`src/rtl/mem_lsu.sv`:
```
`default_nettype none
// ============================================================================
//  Module   : mem_lsu
//  Brief    : MEM-stage load/store unit. Issues one data-memory access per op,
//             aligns/extends load data, stalls the pipe, flags misalignment
//             and load-response timeouts.
//  Revision : 1.0 - initial release
// ============================================================================
module mem_lsu #(
    parameter int TIMEOUT = 255
) (
    input  logic        clk,
    input  logic        rst,
    input  logic        start_i,
    input  logic        is_store_i,
    input  logic [2:0]  funct3_i,
    input  logic [31:0] addr_i,
    input  logic [31:0] wdata_i,
    output logic        dmem_req_o,
    output logic        dmem_we_o,
    output logic [3:0]  dmem_be_o,
    output logic [31:0] dmem_addr_o,
    output logic [31:0] dmem_wdata_o,
    input  logic        dmem_gnt_i,
    input  logic        dmem_rvalid_i,
    input  logic [31:0] dmem_rdata_i,
    output logic        stall_o,
    output logic        done_o,
    output logic [31:0] rdata_o,
    output logic        misalign_o,
    output logic        timeout_o
);

    localparam logic [1:0] c_IDLE  = 2'd0;
    localparam logic [1:0] c_REQ   = 2'd1;
    localparam logic [1:0] c_RWAIT = 2'd2;
    localparam logic [1:0] c_DONE  = 2'd3;

    // Counter value on the last permitted RWAIT cycle (TIMEOUT must be >= 1).
    localparam logic [7:0] c_TMO_LAST = 8'(TIMEOUT - 1);

    logic [1:0]  r_state;
    logic [1:0]  w_next;
    logic [7:0]  r_cnt;
    logic        r_is_store;
    logic [2:0]  r_funct3;
    logic [31:0] r_addr;
    logic [31:0] r_wdata;
    logic [31:0] r_rdata;
    logic        r_misalign;
    logic        r_timeout;

    logic        w_legal;
    logic        w_aligned;
    logic        w_accept;
    logic        w_in_req;
    logic        w_tmo_hit;
    logic [3:0]  w_be;
    logic [31:0] w_wdata;
    logic [7:0]  w_byte;
    logic [15:0] w_half;
    logic [31:0] w_load_ext;

    // Op decode on the live inputs: only a legal, aligned op is accepted.
    always_comb begin
        w_legal = 1'b0;
        case (funct3_i)
            3'b000, 3'b001, 3'b010, 3'b100, 3'b101: w_legal = 1'b1;
            default:                                w_legal = 1'b0;
        endcase
        w_aligned = 1'b1;
        case (funct3_i[1:0])
            2'b01:   w_aligned = ~addr_i[0];
            2'b10:   w_aligned = (addr_i[1:0] == 2'b00);
            default: w_aligned = 1'b1;
        endcase
    end

    assign w_accept  = start_i && w_legal && w_aligned;
    assign w_tmo_hit = (r_state == c_RWAIT) && !dmem_rvalid_i && (r_cnt == c_TMO_LAST);

    always_comb begin
        w_next = r_state;
        case (r_state)
            c_IDLE:  if (w_accept) w_next = c_REQ;
            c_REQ:   if (dmem_gnt_i) w_next = r_is_store ? c_DONE : c_RWAIT;
            c_RWAIT: begin
                if (dmem_rvalid_i) w_next = c_DONE;
                else if (w_tmo_hit) w_next = c_IDLE;
            end
            c_DONE:  w_next = c_IDLE;
            default: w_next = c_IDLE;
        endcase
    end

    // Request-side lane steering from the latched op.
    always_comb begin
        w_be    = 4'b1111;
        w_wdata = r_wdata;
        case (r_funct3[1:0])
            2'b00: begin
                w_be    = 4'b0001 << r_addr[1:0];
                w_wdata = {4{r_wdata[7:0]}};
            end
            2'b01: begin
                w_be    = r_addr[1] ? 4'b1100 : 4'b0011;
                w_wdata = {2{r_wdata[15:0]}};
            end
            default: begin
                w_be    = 4'b1111;
                w_wdata = r_wdata;
            end
        endcase
    end

    // Response-side lane extraction and extension.
    always_comb begin
        w_byte = dmem_rdata_i[7:0];
        case (r_addr[1:0])
            2'd0:    w_byte = dmem_rdata_i[7:0];
            2'd1:    w_byte = dmem_rdata_i[15:8];
            2'd2:    w_byte = dmem_rdata_i[23:16];
            default: w_byte = dmem_rdata_i[31:24];
        endcase
        w_half     = r_addr[1] ? dmem_rdata_i[31:16] : dmem_rdata_i[15:0];
        w_load_ext = dmem_rdata_i;
        case (r_funct3)
            3'b000:  w_load_ext = {{24{w_byte[7]}}, w_byte};
            3'b001:  w_load_ext = {{16{w_half[15]}}, w_half};
            3'b100:  w_load_ext = {24'd0, w_byte};
            3'b101:  w_load_ext = {16'd0, w_half};
            default: w_load_ext = dmem_rdata_i;
        endcase
    end

    always_ff @(posedge clk) begin
        if (rst) begin
            r_state    <= c_IDLE;
            r_cnt      <= 8'd0;
            r_is_store <= 1'b0;
            r_funct3   <= 3'd0;
            r_addr     <= 32'd0;
            r_wdata    <= 32'd0;
            r_rdata    <= 32'd0;
            r_misalign <= 1'b0;
            r_timeout  <= 1'b0;
        end else begin
            r_state    <= w_next;
            r_misalign <= (r_state == c_IDLE) && start_i && !(w_legal && w_aligned);
            r_timeout  <= w_tmo_hit;
            if (r_state == c_IDLE && start_i) begin
                r_is_store <= is_store_i;
                r_funct3   <= funct3_i;
                r_addr     <= addr_i;
                r_wdata    <= wdata_i;
            end
            if (r_state == c_REQ) begin
                r_cnt <= 8'd0;
            end else if (r_state == c_RWAIT && !dmem_rvalid_i) begin
                r_cnt <= r_cnt + 8'd1;
            end
            if (r_state == c_RWAIT) begin
                if (dmem_rvalid_i) r_rdata <= w_load_ext;
                else if (w_tmo_hit) r_rdata <= 32'd0;
            end
        end
    end

    assign w_in_req     = (r_state == c_REQ);
    assign dmem_req_o   = w_in_req;
    assign dmem_we_o    = w_in_req && r_is_store;
    assign dmem_be_o    = w_in_req ? w_be : 4'd0;
    assign dmem_addr_o  = w_in_req ? {r_addr[31:2], 2'b00} : 32'd0;
    assign dmem_wdata_o = w_in_req ? w_wdata : 32'd0;

    assign stall_o    = ((r_state == c_IDLE) && w_accept) || w_in_req || (r_state == c_RWAIT);
    assign done_o     = (r_state == c_DONE);
    assign rdata_o    = r_rdata;
    assign misalign_o = r_misalign;
    assign timeout_o  = r_timeout;

endmodule
`default_nettype wire

```
`config.mk`:
```
export PLATFORM = sky130hd
export DESIGN_NAME = mem_lsu
export DESIGN_NICKNAME = d
export VERILOG_FILES = /design/src/rtl/mem_lsu.sv
export SDC_FILE = /design/constraint.sdc
export NUM_CORES = 1
export LEC_CHECK = 0
export CORE_UTILIZATION = 48
export DETAILED_ROUTE_END_ITERATION = 12
export PLACE_DENSITY = 0.95
export SYNTH_ARGS = -nofsm -noshare
export SYNTH_HDL_FRONTEND = slang
export SYNTH_SLANG_ARGS = --single-unit
```
`constraint.sdc`:
```
create_clock -name clk -period 3.79 [get_ports clk]
set_input_delay 0.5685 -clock clk [delete_from_list [all_inputs] [get_ports clk]]
set_output_delay 0.5685 -clock clk [all_outputs]
set_load 0.005 [all_outputs]
```
* Yosys cells after proc, flatten, opt, wreduce, memory -nomap -nowiden
Cells that the tools add are included.
** Word-level totals
- Bits in registers :: 112
- Bits of input ports :: 105
- Output and inout port bits :: 106
- Word-level logic and storage cells :: 74
** Cells by class
- $add $sub $neg :: 1
- Eq/ne operators :: 19
- Shift operators :: 1
- Muxes and demuxes :: 19
- Bitwise gates (word level) :: 1
- Reduce and logical (&&, ||, !) cells :: 24
** Operator list (number)
- 2-to-1 mux 32 bit :: 4
- case mux 32 bit (4 select lines) :: 1
- case mux 32 bit (2 select lines) :: 1
- case mux 8 bit (3 select lines) :: 1
- 2-to-1 mux 16 bit :: 1
- == test 3 bit, second input constant :: 4
- logical AND 1 bit :: 9
- adder 8 x 1 -> 8 bit, second input constant :: 1
- == test 2 x 1 -> 1 bit, second input constant :: 4
- == test 2 bit, second input constant :: 4
- == test 8 bit, second input constant :: 1
- zero test 2 bit :: 4
- 2-to-1 mux 2 bit :: 4
- 2-to-1 mux 4 bit :: 2
- case mux 2 bit (4 select lines) :: 1
- case mux 4 bit (2 select lines) :: 1
- == test 3 x 1 -> 1 bit, second input constant :: 2
- zero test 3 bit :: 2
- OR reduction 5 bit :: 1
- inequality test 2 bit, second input constant :: 2
- left shift 1 x 2 -> 4 bit, first input constant :: 1
- == test 3 x 2 -> 1 bit, second input constant :: 1
- inequality test 3 bit, second input constant :: 1
- AND reduction 3 bit :: 1
- other kinds (8) :: 11

* Logic depth before layout (Yosys ltp)
- Depth after elaboration :: 8
- Depth in mapped cells :: 7
- Mapped depth without buffers :: 6

* Worst setup path before layout
Ideal clock, no wire load.
- Kind :: input to output
- Start point :: in funct3_i[0]
- End point :: out stall_o
- Arrival :: 1353 ps
- Data required time :: 3222 ps
- Path slack :: 1869 ps
- Cell stages on the path :: 6
- Buffers on the path :: 0
- Cell sequence :: inv_1 -> ha_1 -> nor2b_1 -> a2bb2oi_1 -> o211ai_1 -> a21oi_1
** Between the ends
- Longest elaborated chain between the ends :: 8
- Elaborated cells on any way between the ends :: 15
- Classes of those cells :: 6 x eq/ne; 2 x mux; 7 x reduce/logical
** Ends and longest elaborated chain
- start: declaration :: line 16 : input logic [2:0] funct3_i,
- == test 3 x 1 -> 1 bit, or another cell as far along :: line 67 : case (funct3_i)
- OR reduction 5 bit :: line 67
- 2-to-1 mux 1 bit :: line 67
- logical AND 1 bit :: line 79 : assign w_accept = start_i && w_legal && w_aligned;
- logical AND 1 bit * :: line 79
- logical AND 1 bit * :: line 176 : assign stall_o = ((r_state == c_IDLE) && w_accept) || w_in_req || (r_state == c_RWAIT);
- logical OR 1 bit * (2 in a row) :: line 176
- end: declaration :: line 27 : output logic stall_o,
Mark *: on every way between the ends. The rest lies on a longest branch, timed or not.

* Worst setup path after layout
- Start point :: reg r_state[1]
- End point :: out dmem_addr_o[20]
** Between the ends
- Longest elaborated chain between the ends :: 2
** Ends and longest elaborated chain
- start: declaration :: line 42 : logic [1:0] r_state;
- start signal: assignment :: line 138 : r_state <= c_IDLE;
- start signal: assignment :: line 148 : r_state <= w_next;
- == test 2 x 1 -> 1 bit :: line 169 : assign w_in_req = (r_state == c_REQ);
- 2-to-1 mux 32 bit :: line 173 : assign dmem_addr_o = w_in_req ? {r_addr[31:2], 2'b00} : 32'd0;
- end: declaration :: line 22 : output logic [31:0] dmem_addr_o,
No other way between the ends.

==> impl_metrics.toml <==
[final_layout]
area_growth_pct = 43.2
drive_above_1_share_pct = 5.70
finalNetCount = 964
n_antenna_cell = 0
final_area_mm2 = 0.00783

[yosys]
ys_ff_latch = 112
synthMuxAreaShare_pct = 4.53
synthSimpleGateAreaFrac_pct = 25.3
synth_edf_count = 0
avgSynthCellArea_um2 = 8.05
syn_area_mm2 = 0.00547
syn-instance-count = 679
synth_largest_area_cell = "dfxtp_1"
synth_xor_area_share_pct = 0.801
synth_top_area_share_pct = 41.0
synth_fa_ha_area_share_pct = 1.14
synth_compound_area_share_pct = 20.8
ys_warn_count = 0
ys.flop_type = "dfxtp_1"
synth-async-reset-ratio_pct = 0
synth_top_family_by_area = "simple AND/OR/NAND/NOR gates"
yosysSeqAreaShare_pct = 41.0
synth_cell_types = 49
synth_area_leaders = "dfxtp_1, nand2_1, a21oi_1, and2_1, mux2i_1"

[grt]
antenna_found_initial = 0
grt_max_degree = 81
overflow = 0
grt_usage_pct = 28.3
grt_pass1_wl_um = 26100
grt_pass1_vias = 5373

[setup_path]
crit_fanout = 43
crit_path_end_kind = "output pin"
crit_chain = "nand2b_1, buf_4, inv_1, buf_4, and2_1, clkdlybuf4s50_1"
rr_worst_depth = 5
critPathLaunchType = "flip-flop"
critPathKind = "flip-flop to output pin"
path_buf_inv = 4
arrival_ns = 2.50
r2r-start = "r_funct3[0]"
crit_family = "buffers and inverters"
r2r_end = "rdata_o[27]"
worstPathRequired_ns = 3.22
max_stage_delay_ns = 0.59
slowest_stage = "dfxtp_1"
worst-r2r-setup-slack_ns = 1.39
cpMostUsedCell = "buf_4"

[timing]
hold_ws_ns = 0.452
post-route-period-util_pct = 80.9
setup_tns_ns = 0
max_freq_ghz = 0.326
drv_slew = 0
tightestPinTransition_ns = 1.04
setup_viol = 0
period_needed_ns = 3.07
rsz0062_at_grt = "false"
hold_violations = 0
fin_worst_skew_ns = 0.00940
slew_headroom_pct = 30.3

[clock_network]
clkTransAtPathRegs_ns = 0.08
cts_sinks = 112
clk_path_buf_depth = 2
htreeDepth = 3
cts_hold_repair.buffers = 0
numCtsBuffers = 9
cts-resized-gates = 0
cts_setup_buffers = 0
clk_latency_ns = 0.35
cts_tree = "done"
clock-root-buffer = "clkbuf_16"

[detailed_routing]
drt-wirelength-per-cell_um = 16.7
vias_per_cell = 5.53
dr.pass1.iters = 5
drtIter0Drc = 327
postRouteAntennaNets = 0
drc_errors = 0
vias = 5523
drt_wl_total_um = 16700

[place]
gp_congestion = 0.823
place_area_mm2 = 0.00753
hpwl_um = 12000
port_buffers = 208

[status]
status = "completed"

[worst_hold_path]
min_to = "r_addr[9]"
hold_path.class = "flip-flop to flip-flop"
min_from = "r_addr[9]"
holdPathStages = 2

[floorplan]
fp.dieArea_mm2 = 0.0118
rows = 38
core_area_mm2 = 0.0110
die_w_um = 109
chipHeight_um = 109
design.portCount = 211
start_util_pct = 49.8

[power]
p_total_mw = 2.86
ir_worst_vdd_uv = 307
total_leakage_power_nw = 2.89
pwr_density_cell_mw_per_mm2 = 366

[run]
maxCapViolCount = 0
## metrics by stage
stage | worst slack [ns] | std cells | util [%]
after global placement | 0.817 | 983 | 68.6
after floorplan | 1.87 | 680 | -
after global routing | 0.592 | 999 | 71.3
after CTS | 0.741 | 999 | 71.3
after detailed placement | 0.774 | 983 | 68.6
final | 0.724 | 999 | 71.3
## synthesized netlist by cell type, types with 5 or more instances
| library cell | number |
|---|---|
| ha_1 | 5 |
| buf_2 | 23 |
| and2_1 | 43 |
| nor2_1 | 38 |
| nand2_1 | 157 |
| and3b_1 | 7 |
| a221oi_2 | 7 |
| mux2i_1 | 18 |
| a221o_1 | 16 |
| nor3_1 | 5 |
| clkbuf_1 | 23 |
| o21ai_0 | 18 |
| a211o_1 | 7 |
| inv_1 | 15 |
| nand3_1 | 10 |
| a21oi_1 | 97 |
| dfxtp_1 | 112 |
| xor2_1 | 5 |
| o2bb2ai_1 | 14 |
| nand3b_1 | 8 |
## placed cells by master, fill, tap and decap left out, types with 2 or more instances in the layout
| cell | netlist | final |
|---|---|---|
| a21oi_1 | 97 | 97 |
| nor3b_1 | 2 | 2 |
| and2_1 | 43 | 42 |
| o2bb2ai_1 | 14 | 14 |
| inv_1 | 15 | 15 |
| nor2_1 | 38 | 38 |
| a211o_1 | 7 | 7 |
| nand3b_1 | 8 | 8 |
| mux2i_1 | 18 | 18 |
| clkinvlp_4 | 0 | 2 |
| nor3b_4 | 2 | 2 |
| nor2b_1 | 2 | 2 |
| nand2_1 | 157 | 156 |
| conb_1 | 1 | 2 |
| buf_4 | 4 | 12 |
| nor3_1 | 5 | 5 |
| and3b_1 | 7 | 7 |
| nand3_1 | 10 | 10 |
| a221o_1 | 16 | 16 |
| a22oi_1 | 3 | 3 |
| xor2_1 | 5 | 5 |
| a221oi_2 | 7 | 7 |
| o21ai_0 | 18 | 18 |
| mux2_2 | 4 | 4 |
| dfxtp_1 | 112 | 111 |
| clkbuf_16 | 0 | 9 |
| ha_1 | 5 | 5 |
| nand4_1 | 4 | 4 |
| clkdlybuf4s50_1 | 0 | 207 |
| nand2b_1 | 4 | 4 |
## power by group
| group | switching (mW) | internal (mW) |
|---|---|---|
| Clock | 0.447 | 0.516 |
| Combinational | 0.305 | 0.288 |
| Sequential | 0.0620 | 1.25 |
## cell type report
type,instances,area [um^2]
sequential,112,2240
timing repair buffer,220,2170
inverter,15,56.3
clock inverter,6,67.6
tap,140,175
fill,851,3160
clock buffer,10,229
multi-input combinational,496,2890
## layer usage
layer	routed length, um	GRT usage [%]
met2	8250	49.7
met4	381	9.46
met5	0	0
met3	1650	10.5
met1	6400	31.5
## how the worst max path moves through the flow
stage / start / endpoint / slack [ns] / cells after the start
floorplan: funct3_i[0] / stall_o / 1.87 / 6
CTS: r_state[1] / dmem_addr_o[20] / 0.74 / 6
finish: r_state[1] / dmem_addr_o[20] / 0.72 / 6
global placement: funct3_i[0] / stall_o / 0.82 / 7
detailed placement: funct3_i[0] / stall_o / 0.77 / 7
global route: r_state[1] / dmem_addr_o[24] / 0.59 / 6
## worst min-delay path, stage by stage, from the launching register on
cell and delay, ns:
dfxtp_1 0.31, nand2_1 0.05, a21oi_1 0.05
## sequential cells by signal, summed over array words and instances, names as in the netlist
signal      flops
r_addr         32
rdata_o        32
r_is_store      1
r_funct3        3
r_state         2
r_cnt           8
misalign_o      1
timeout_o       1
r_wdata        32
## cells by family (layout without fill, tap and decap cells)
| group | Yosys count | count (layout) |
|---|---|---|
| buf+inv | 72 | 251 |
| other cells | 1 | 2 |
| compound gates | 173 | 173 |
| simple gates | 288 | 288 |
| xor+xnor | 5 | 5 |
| flops | 112 | 112 |
| mux | 23 | 23 |
| fa+ha+maj | 5 | 5 |
Note: power is estimated with default switching activity, not from simulation.
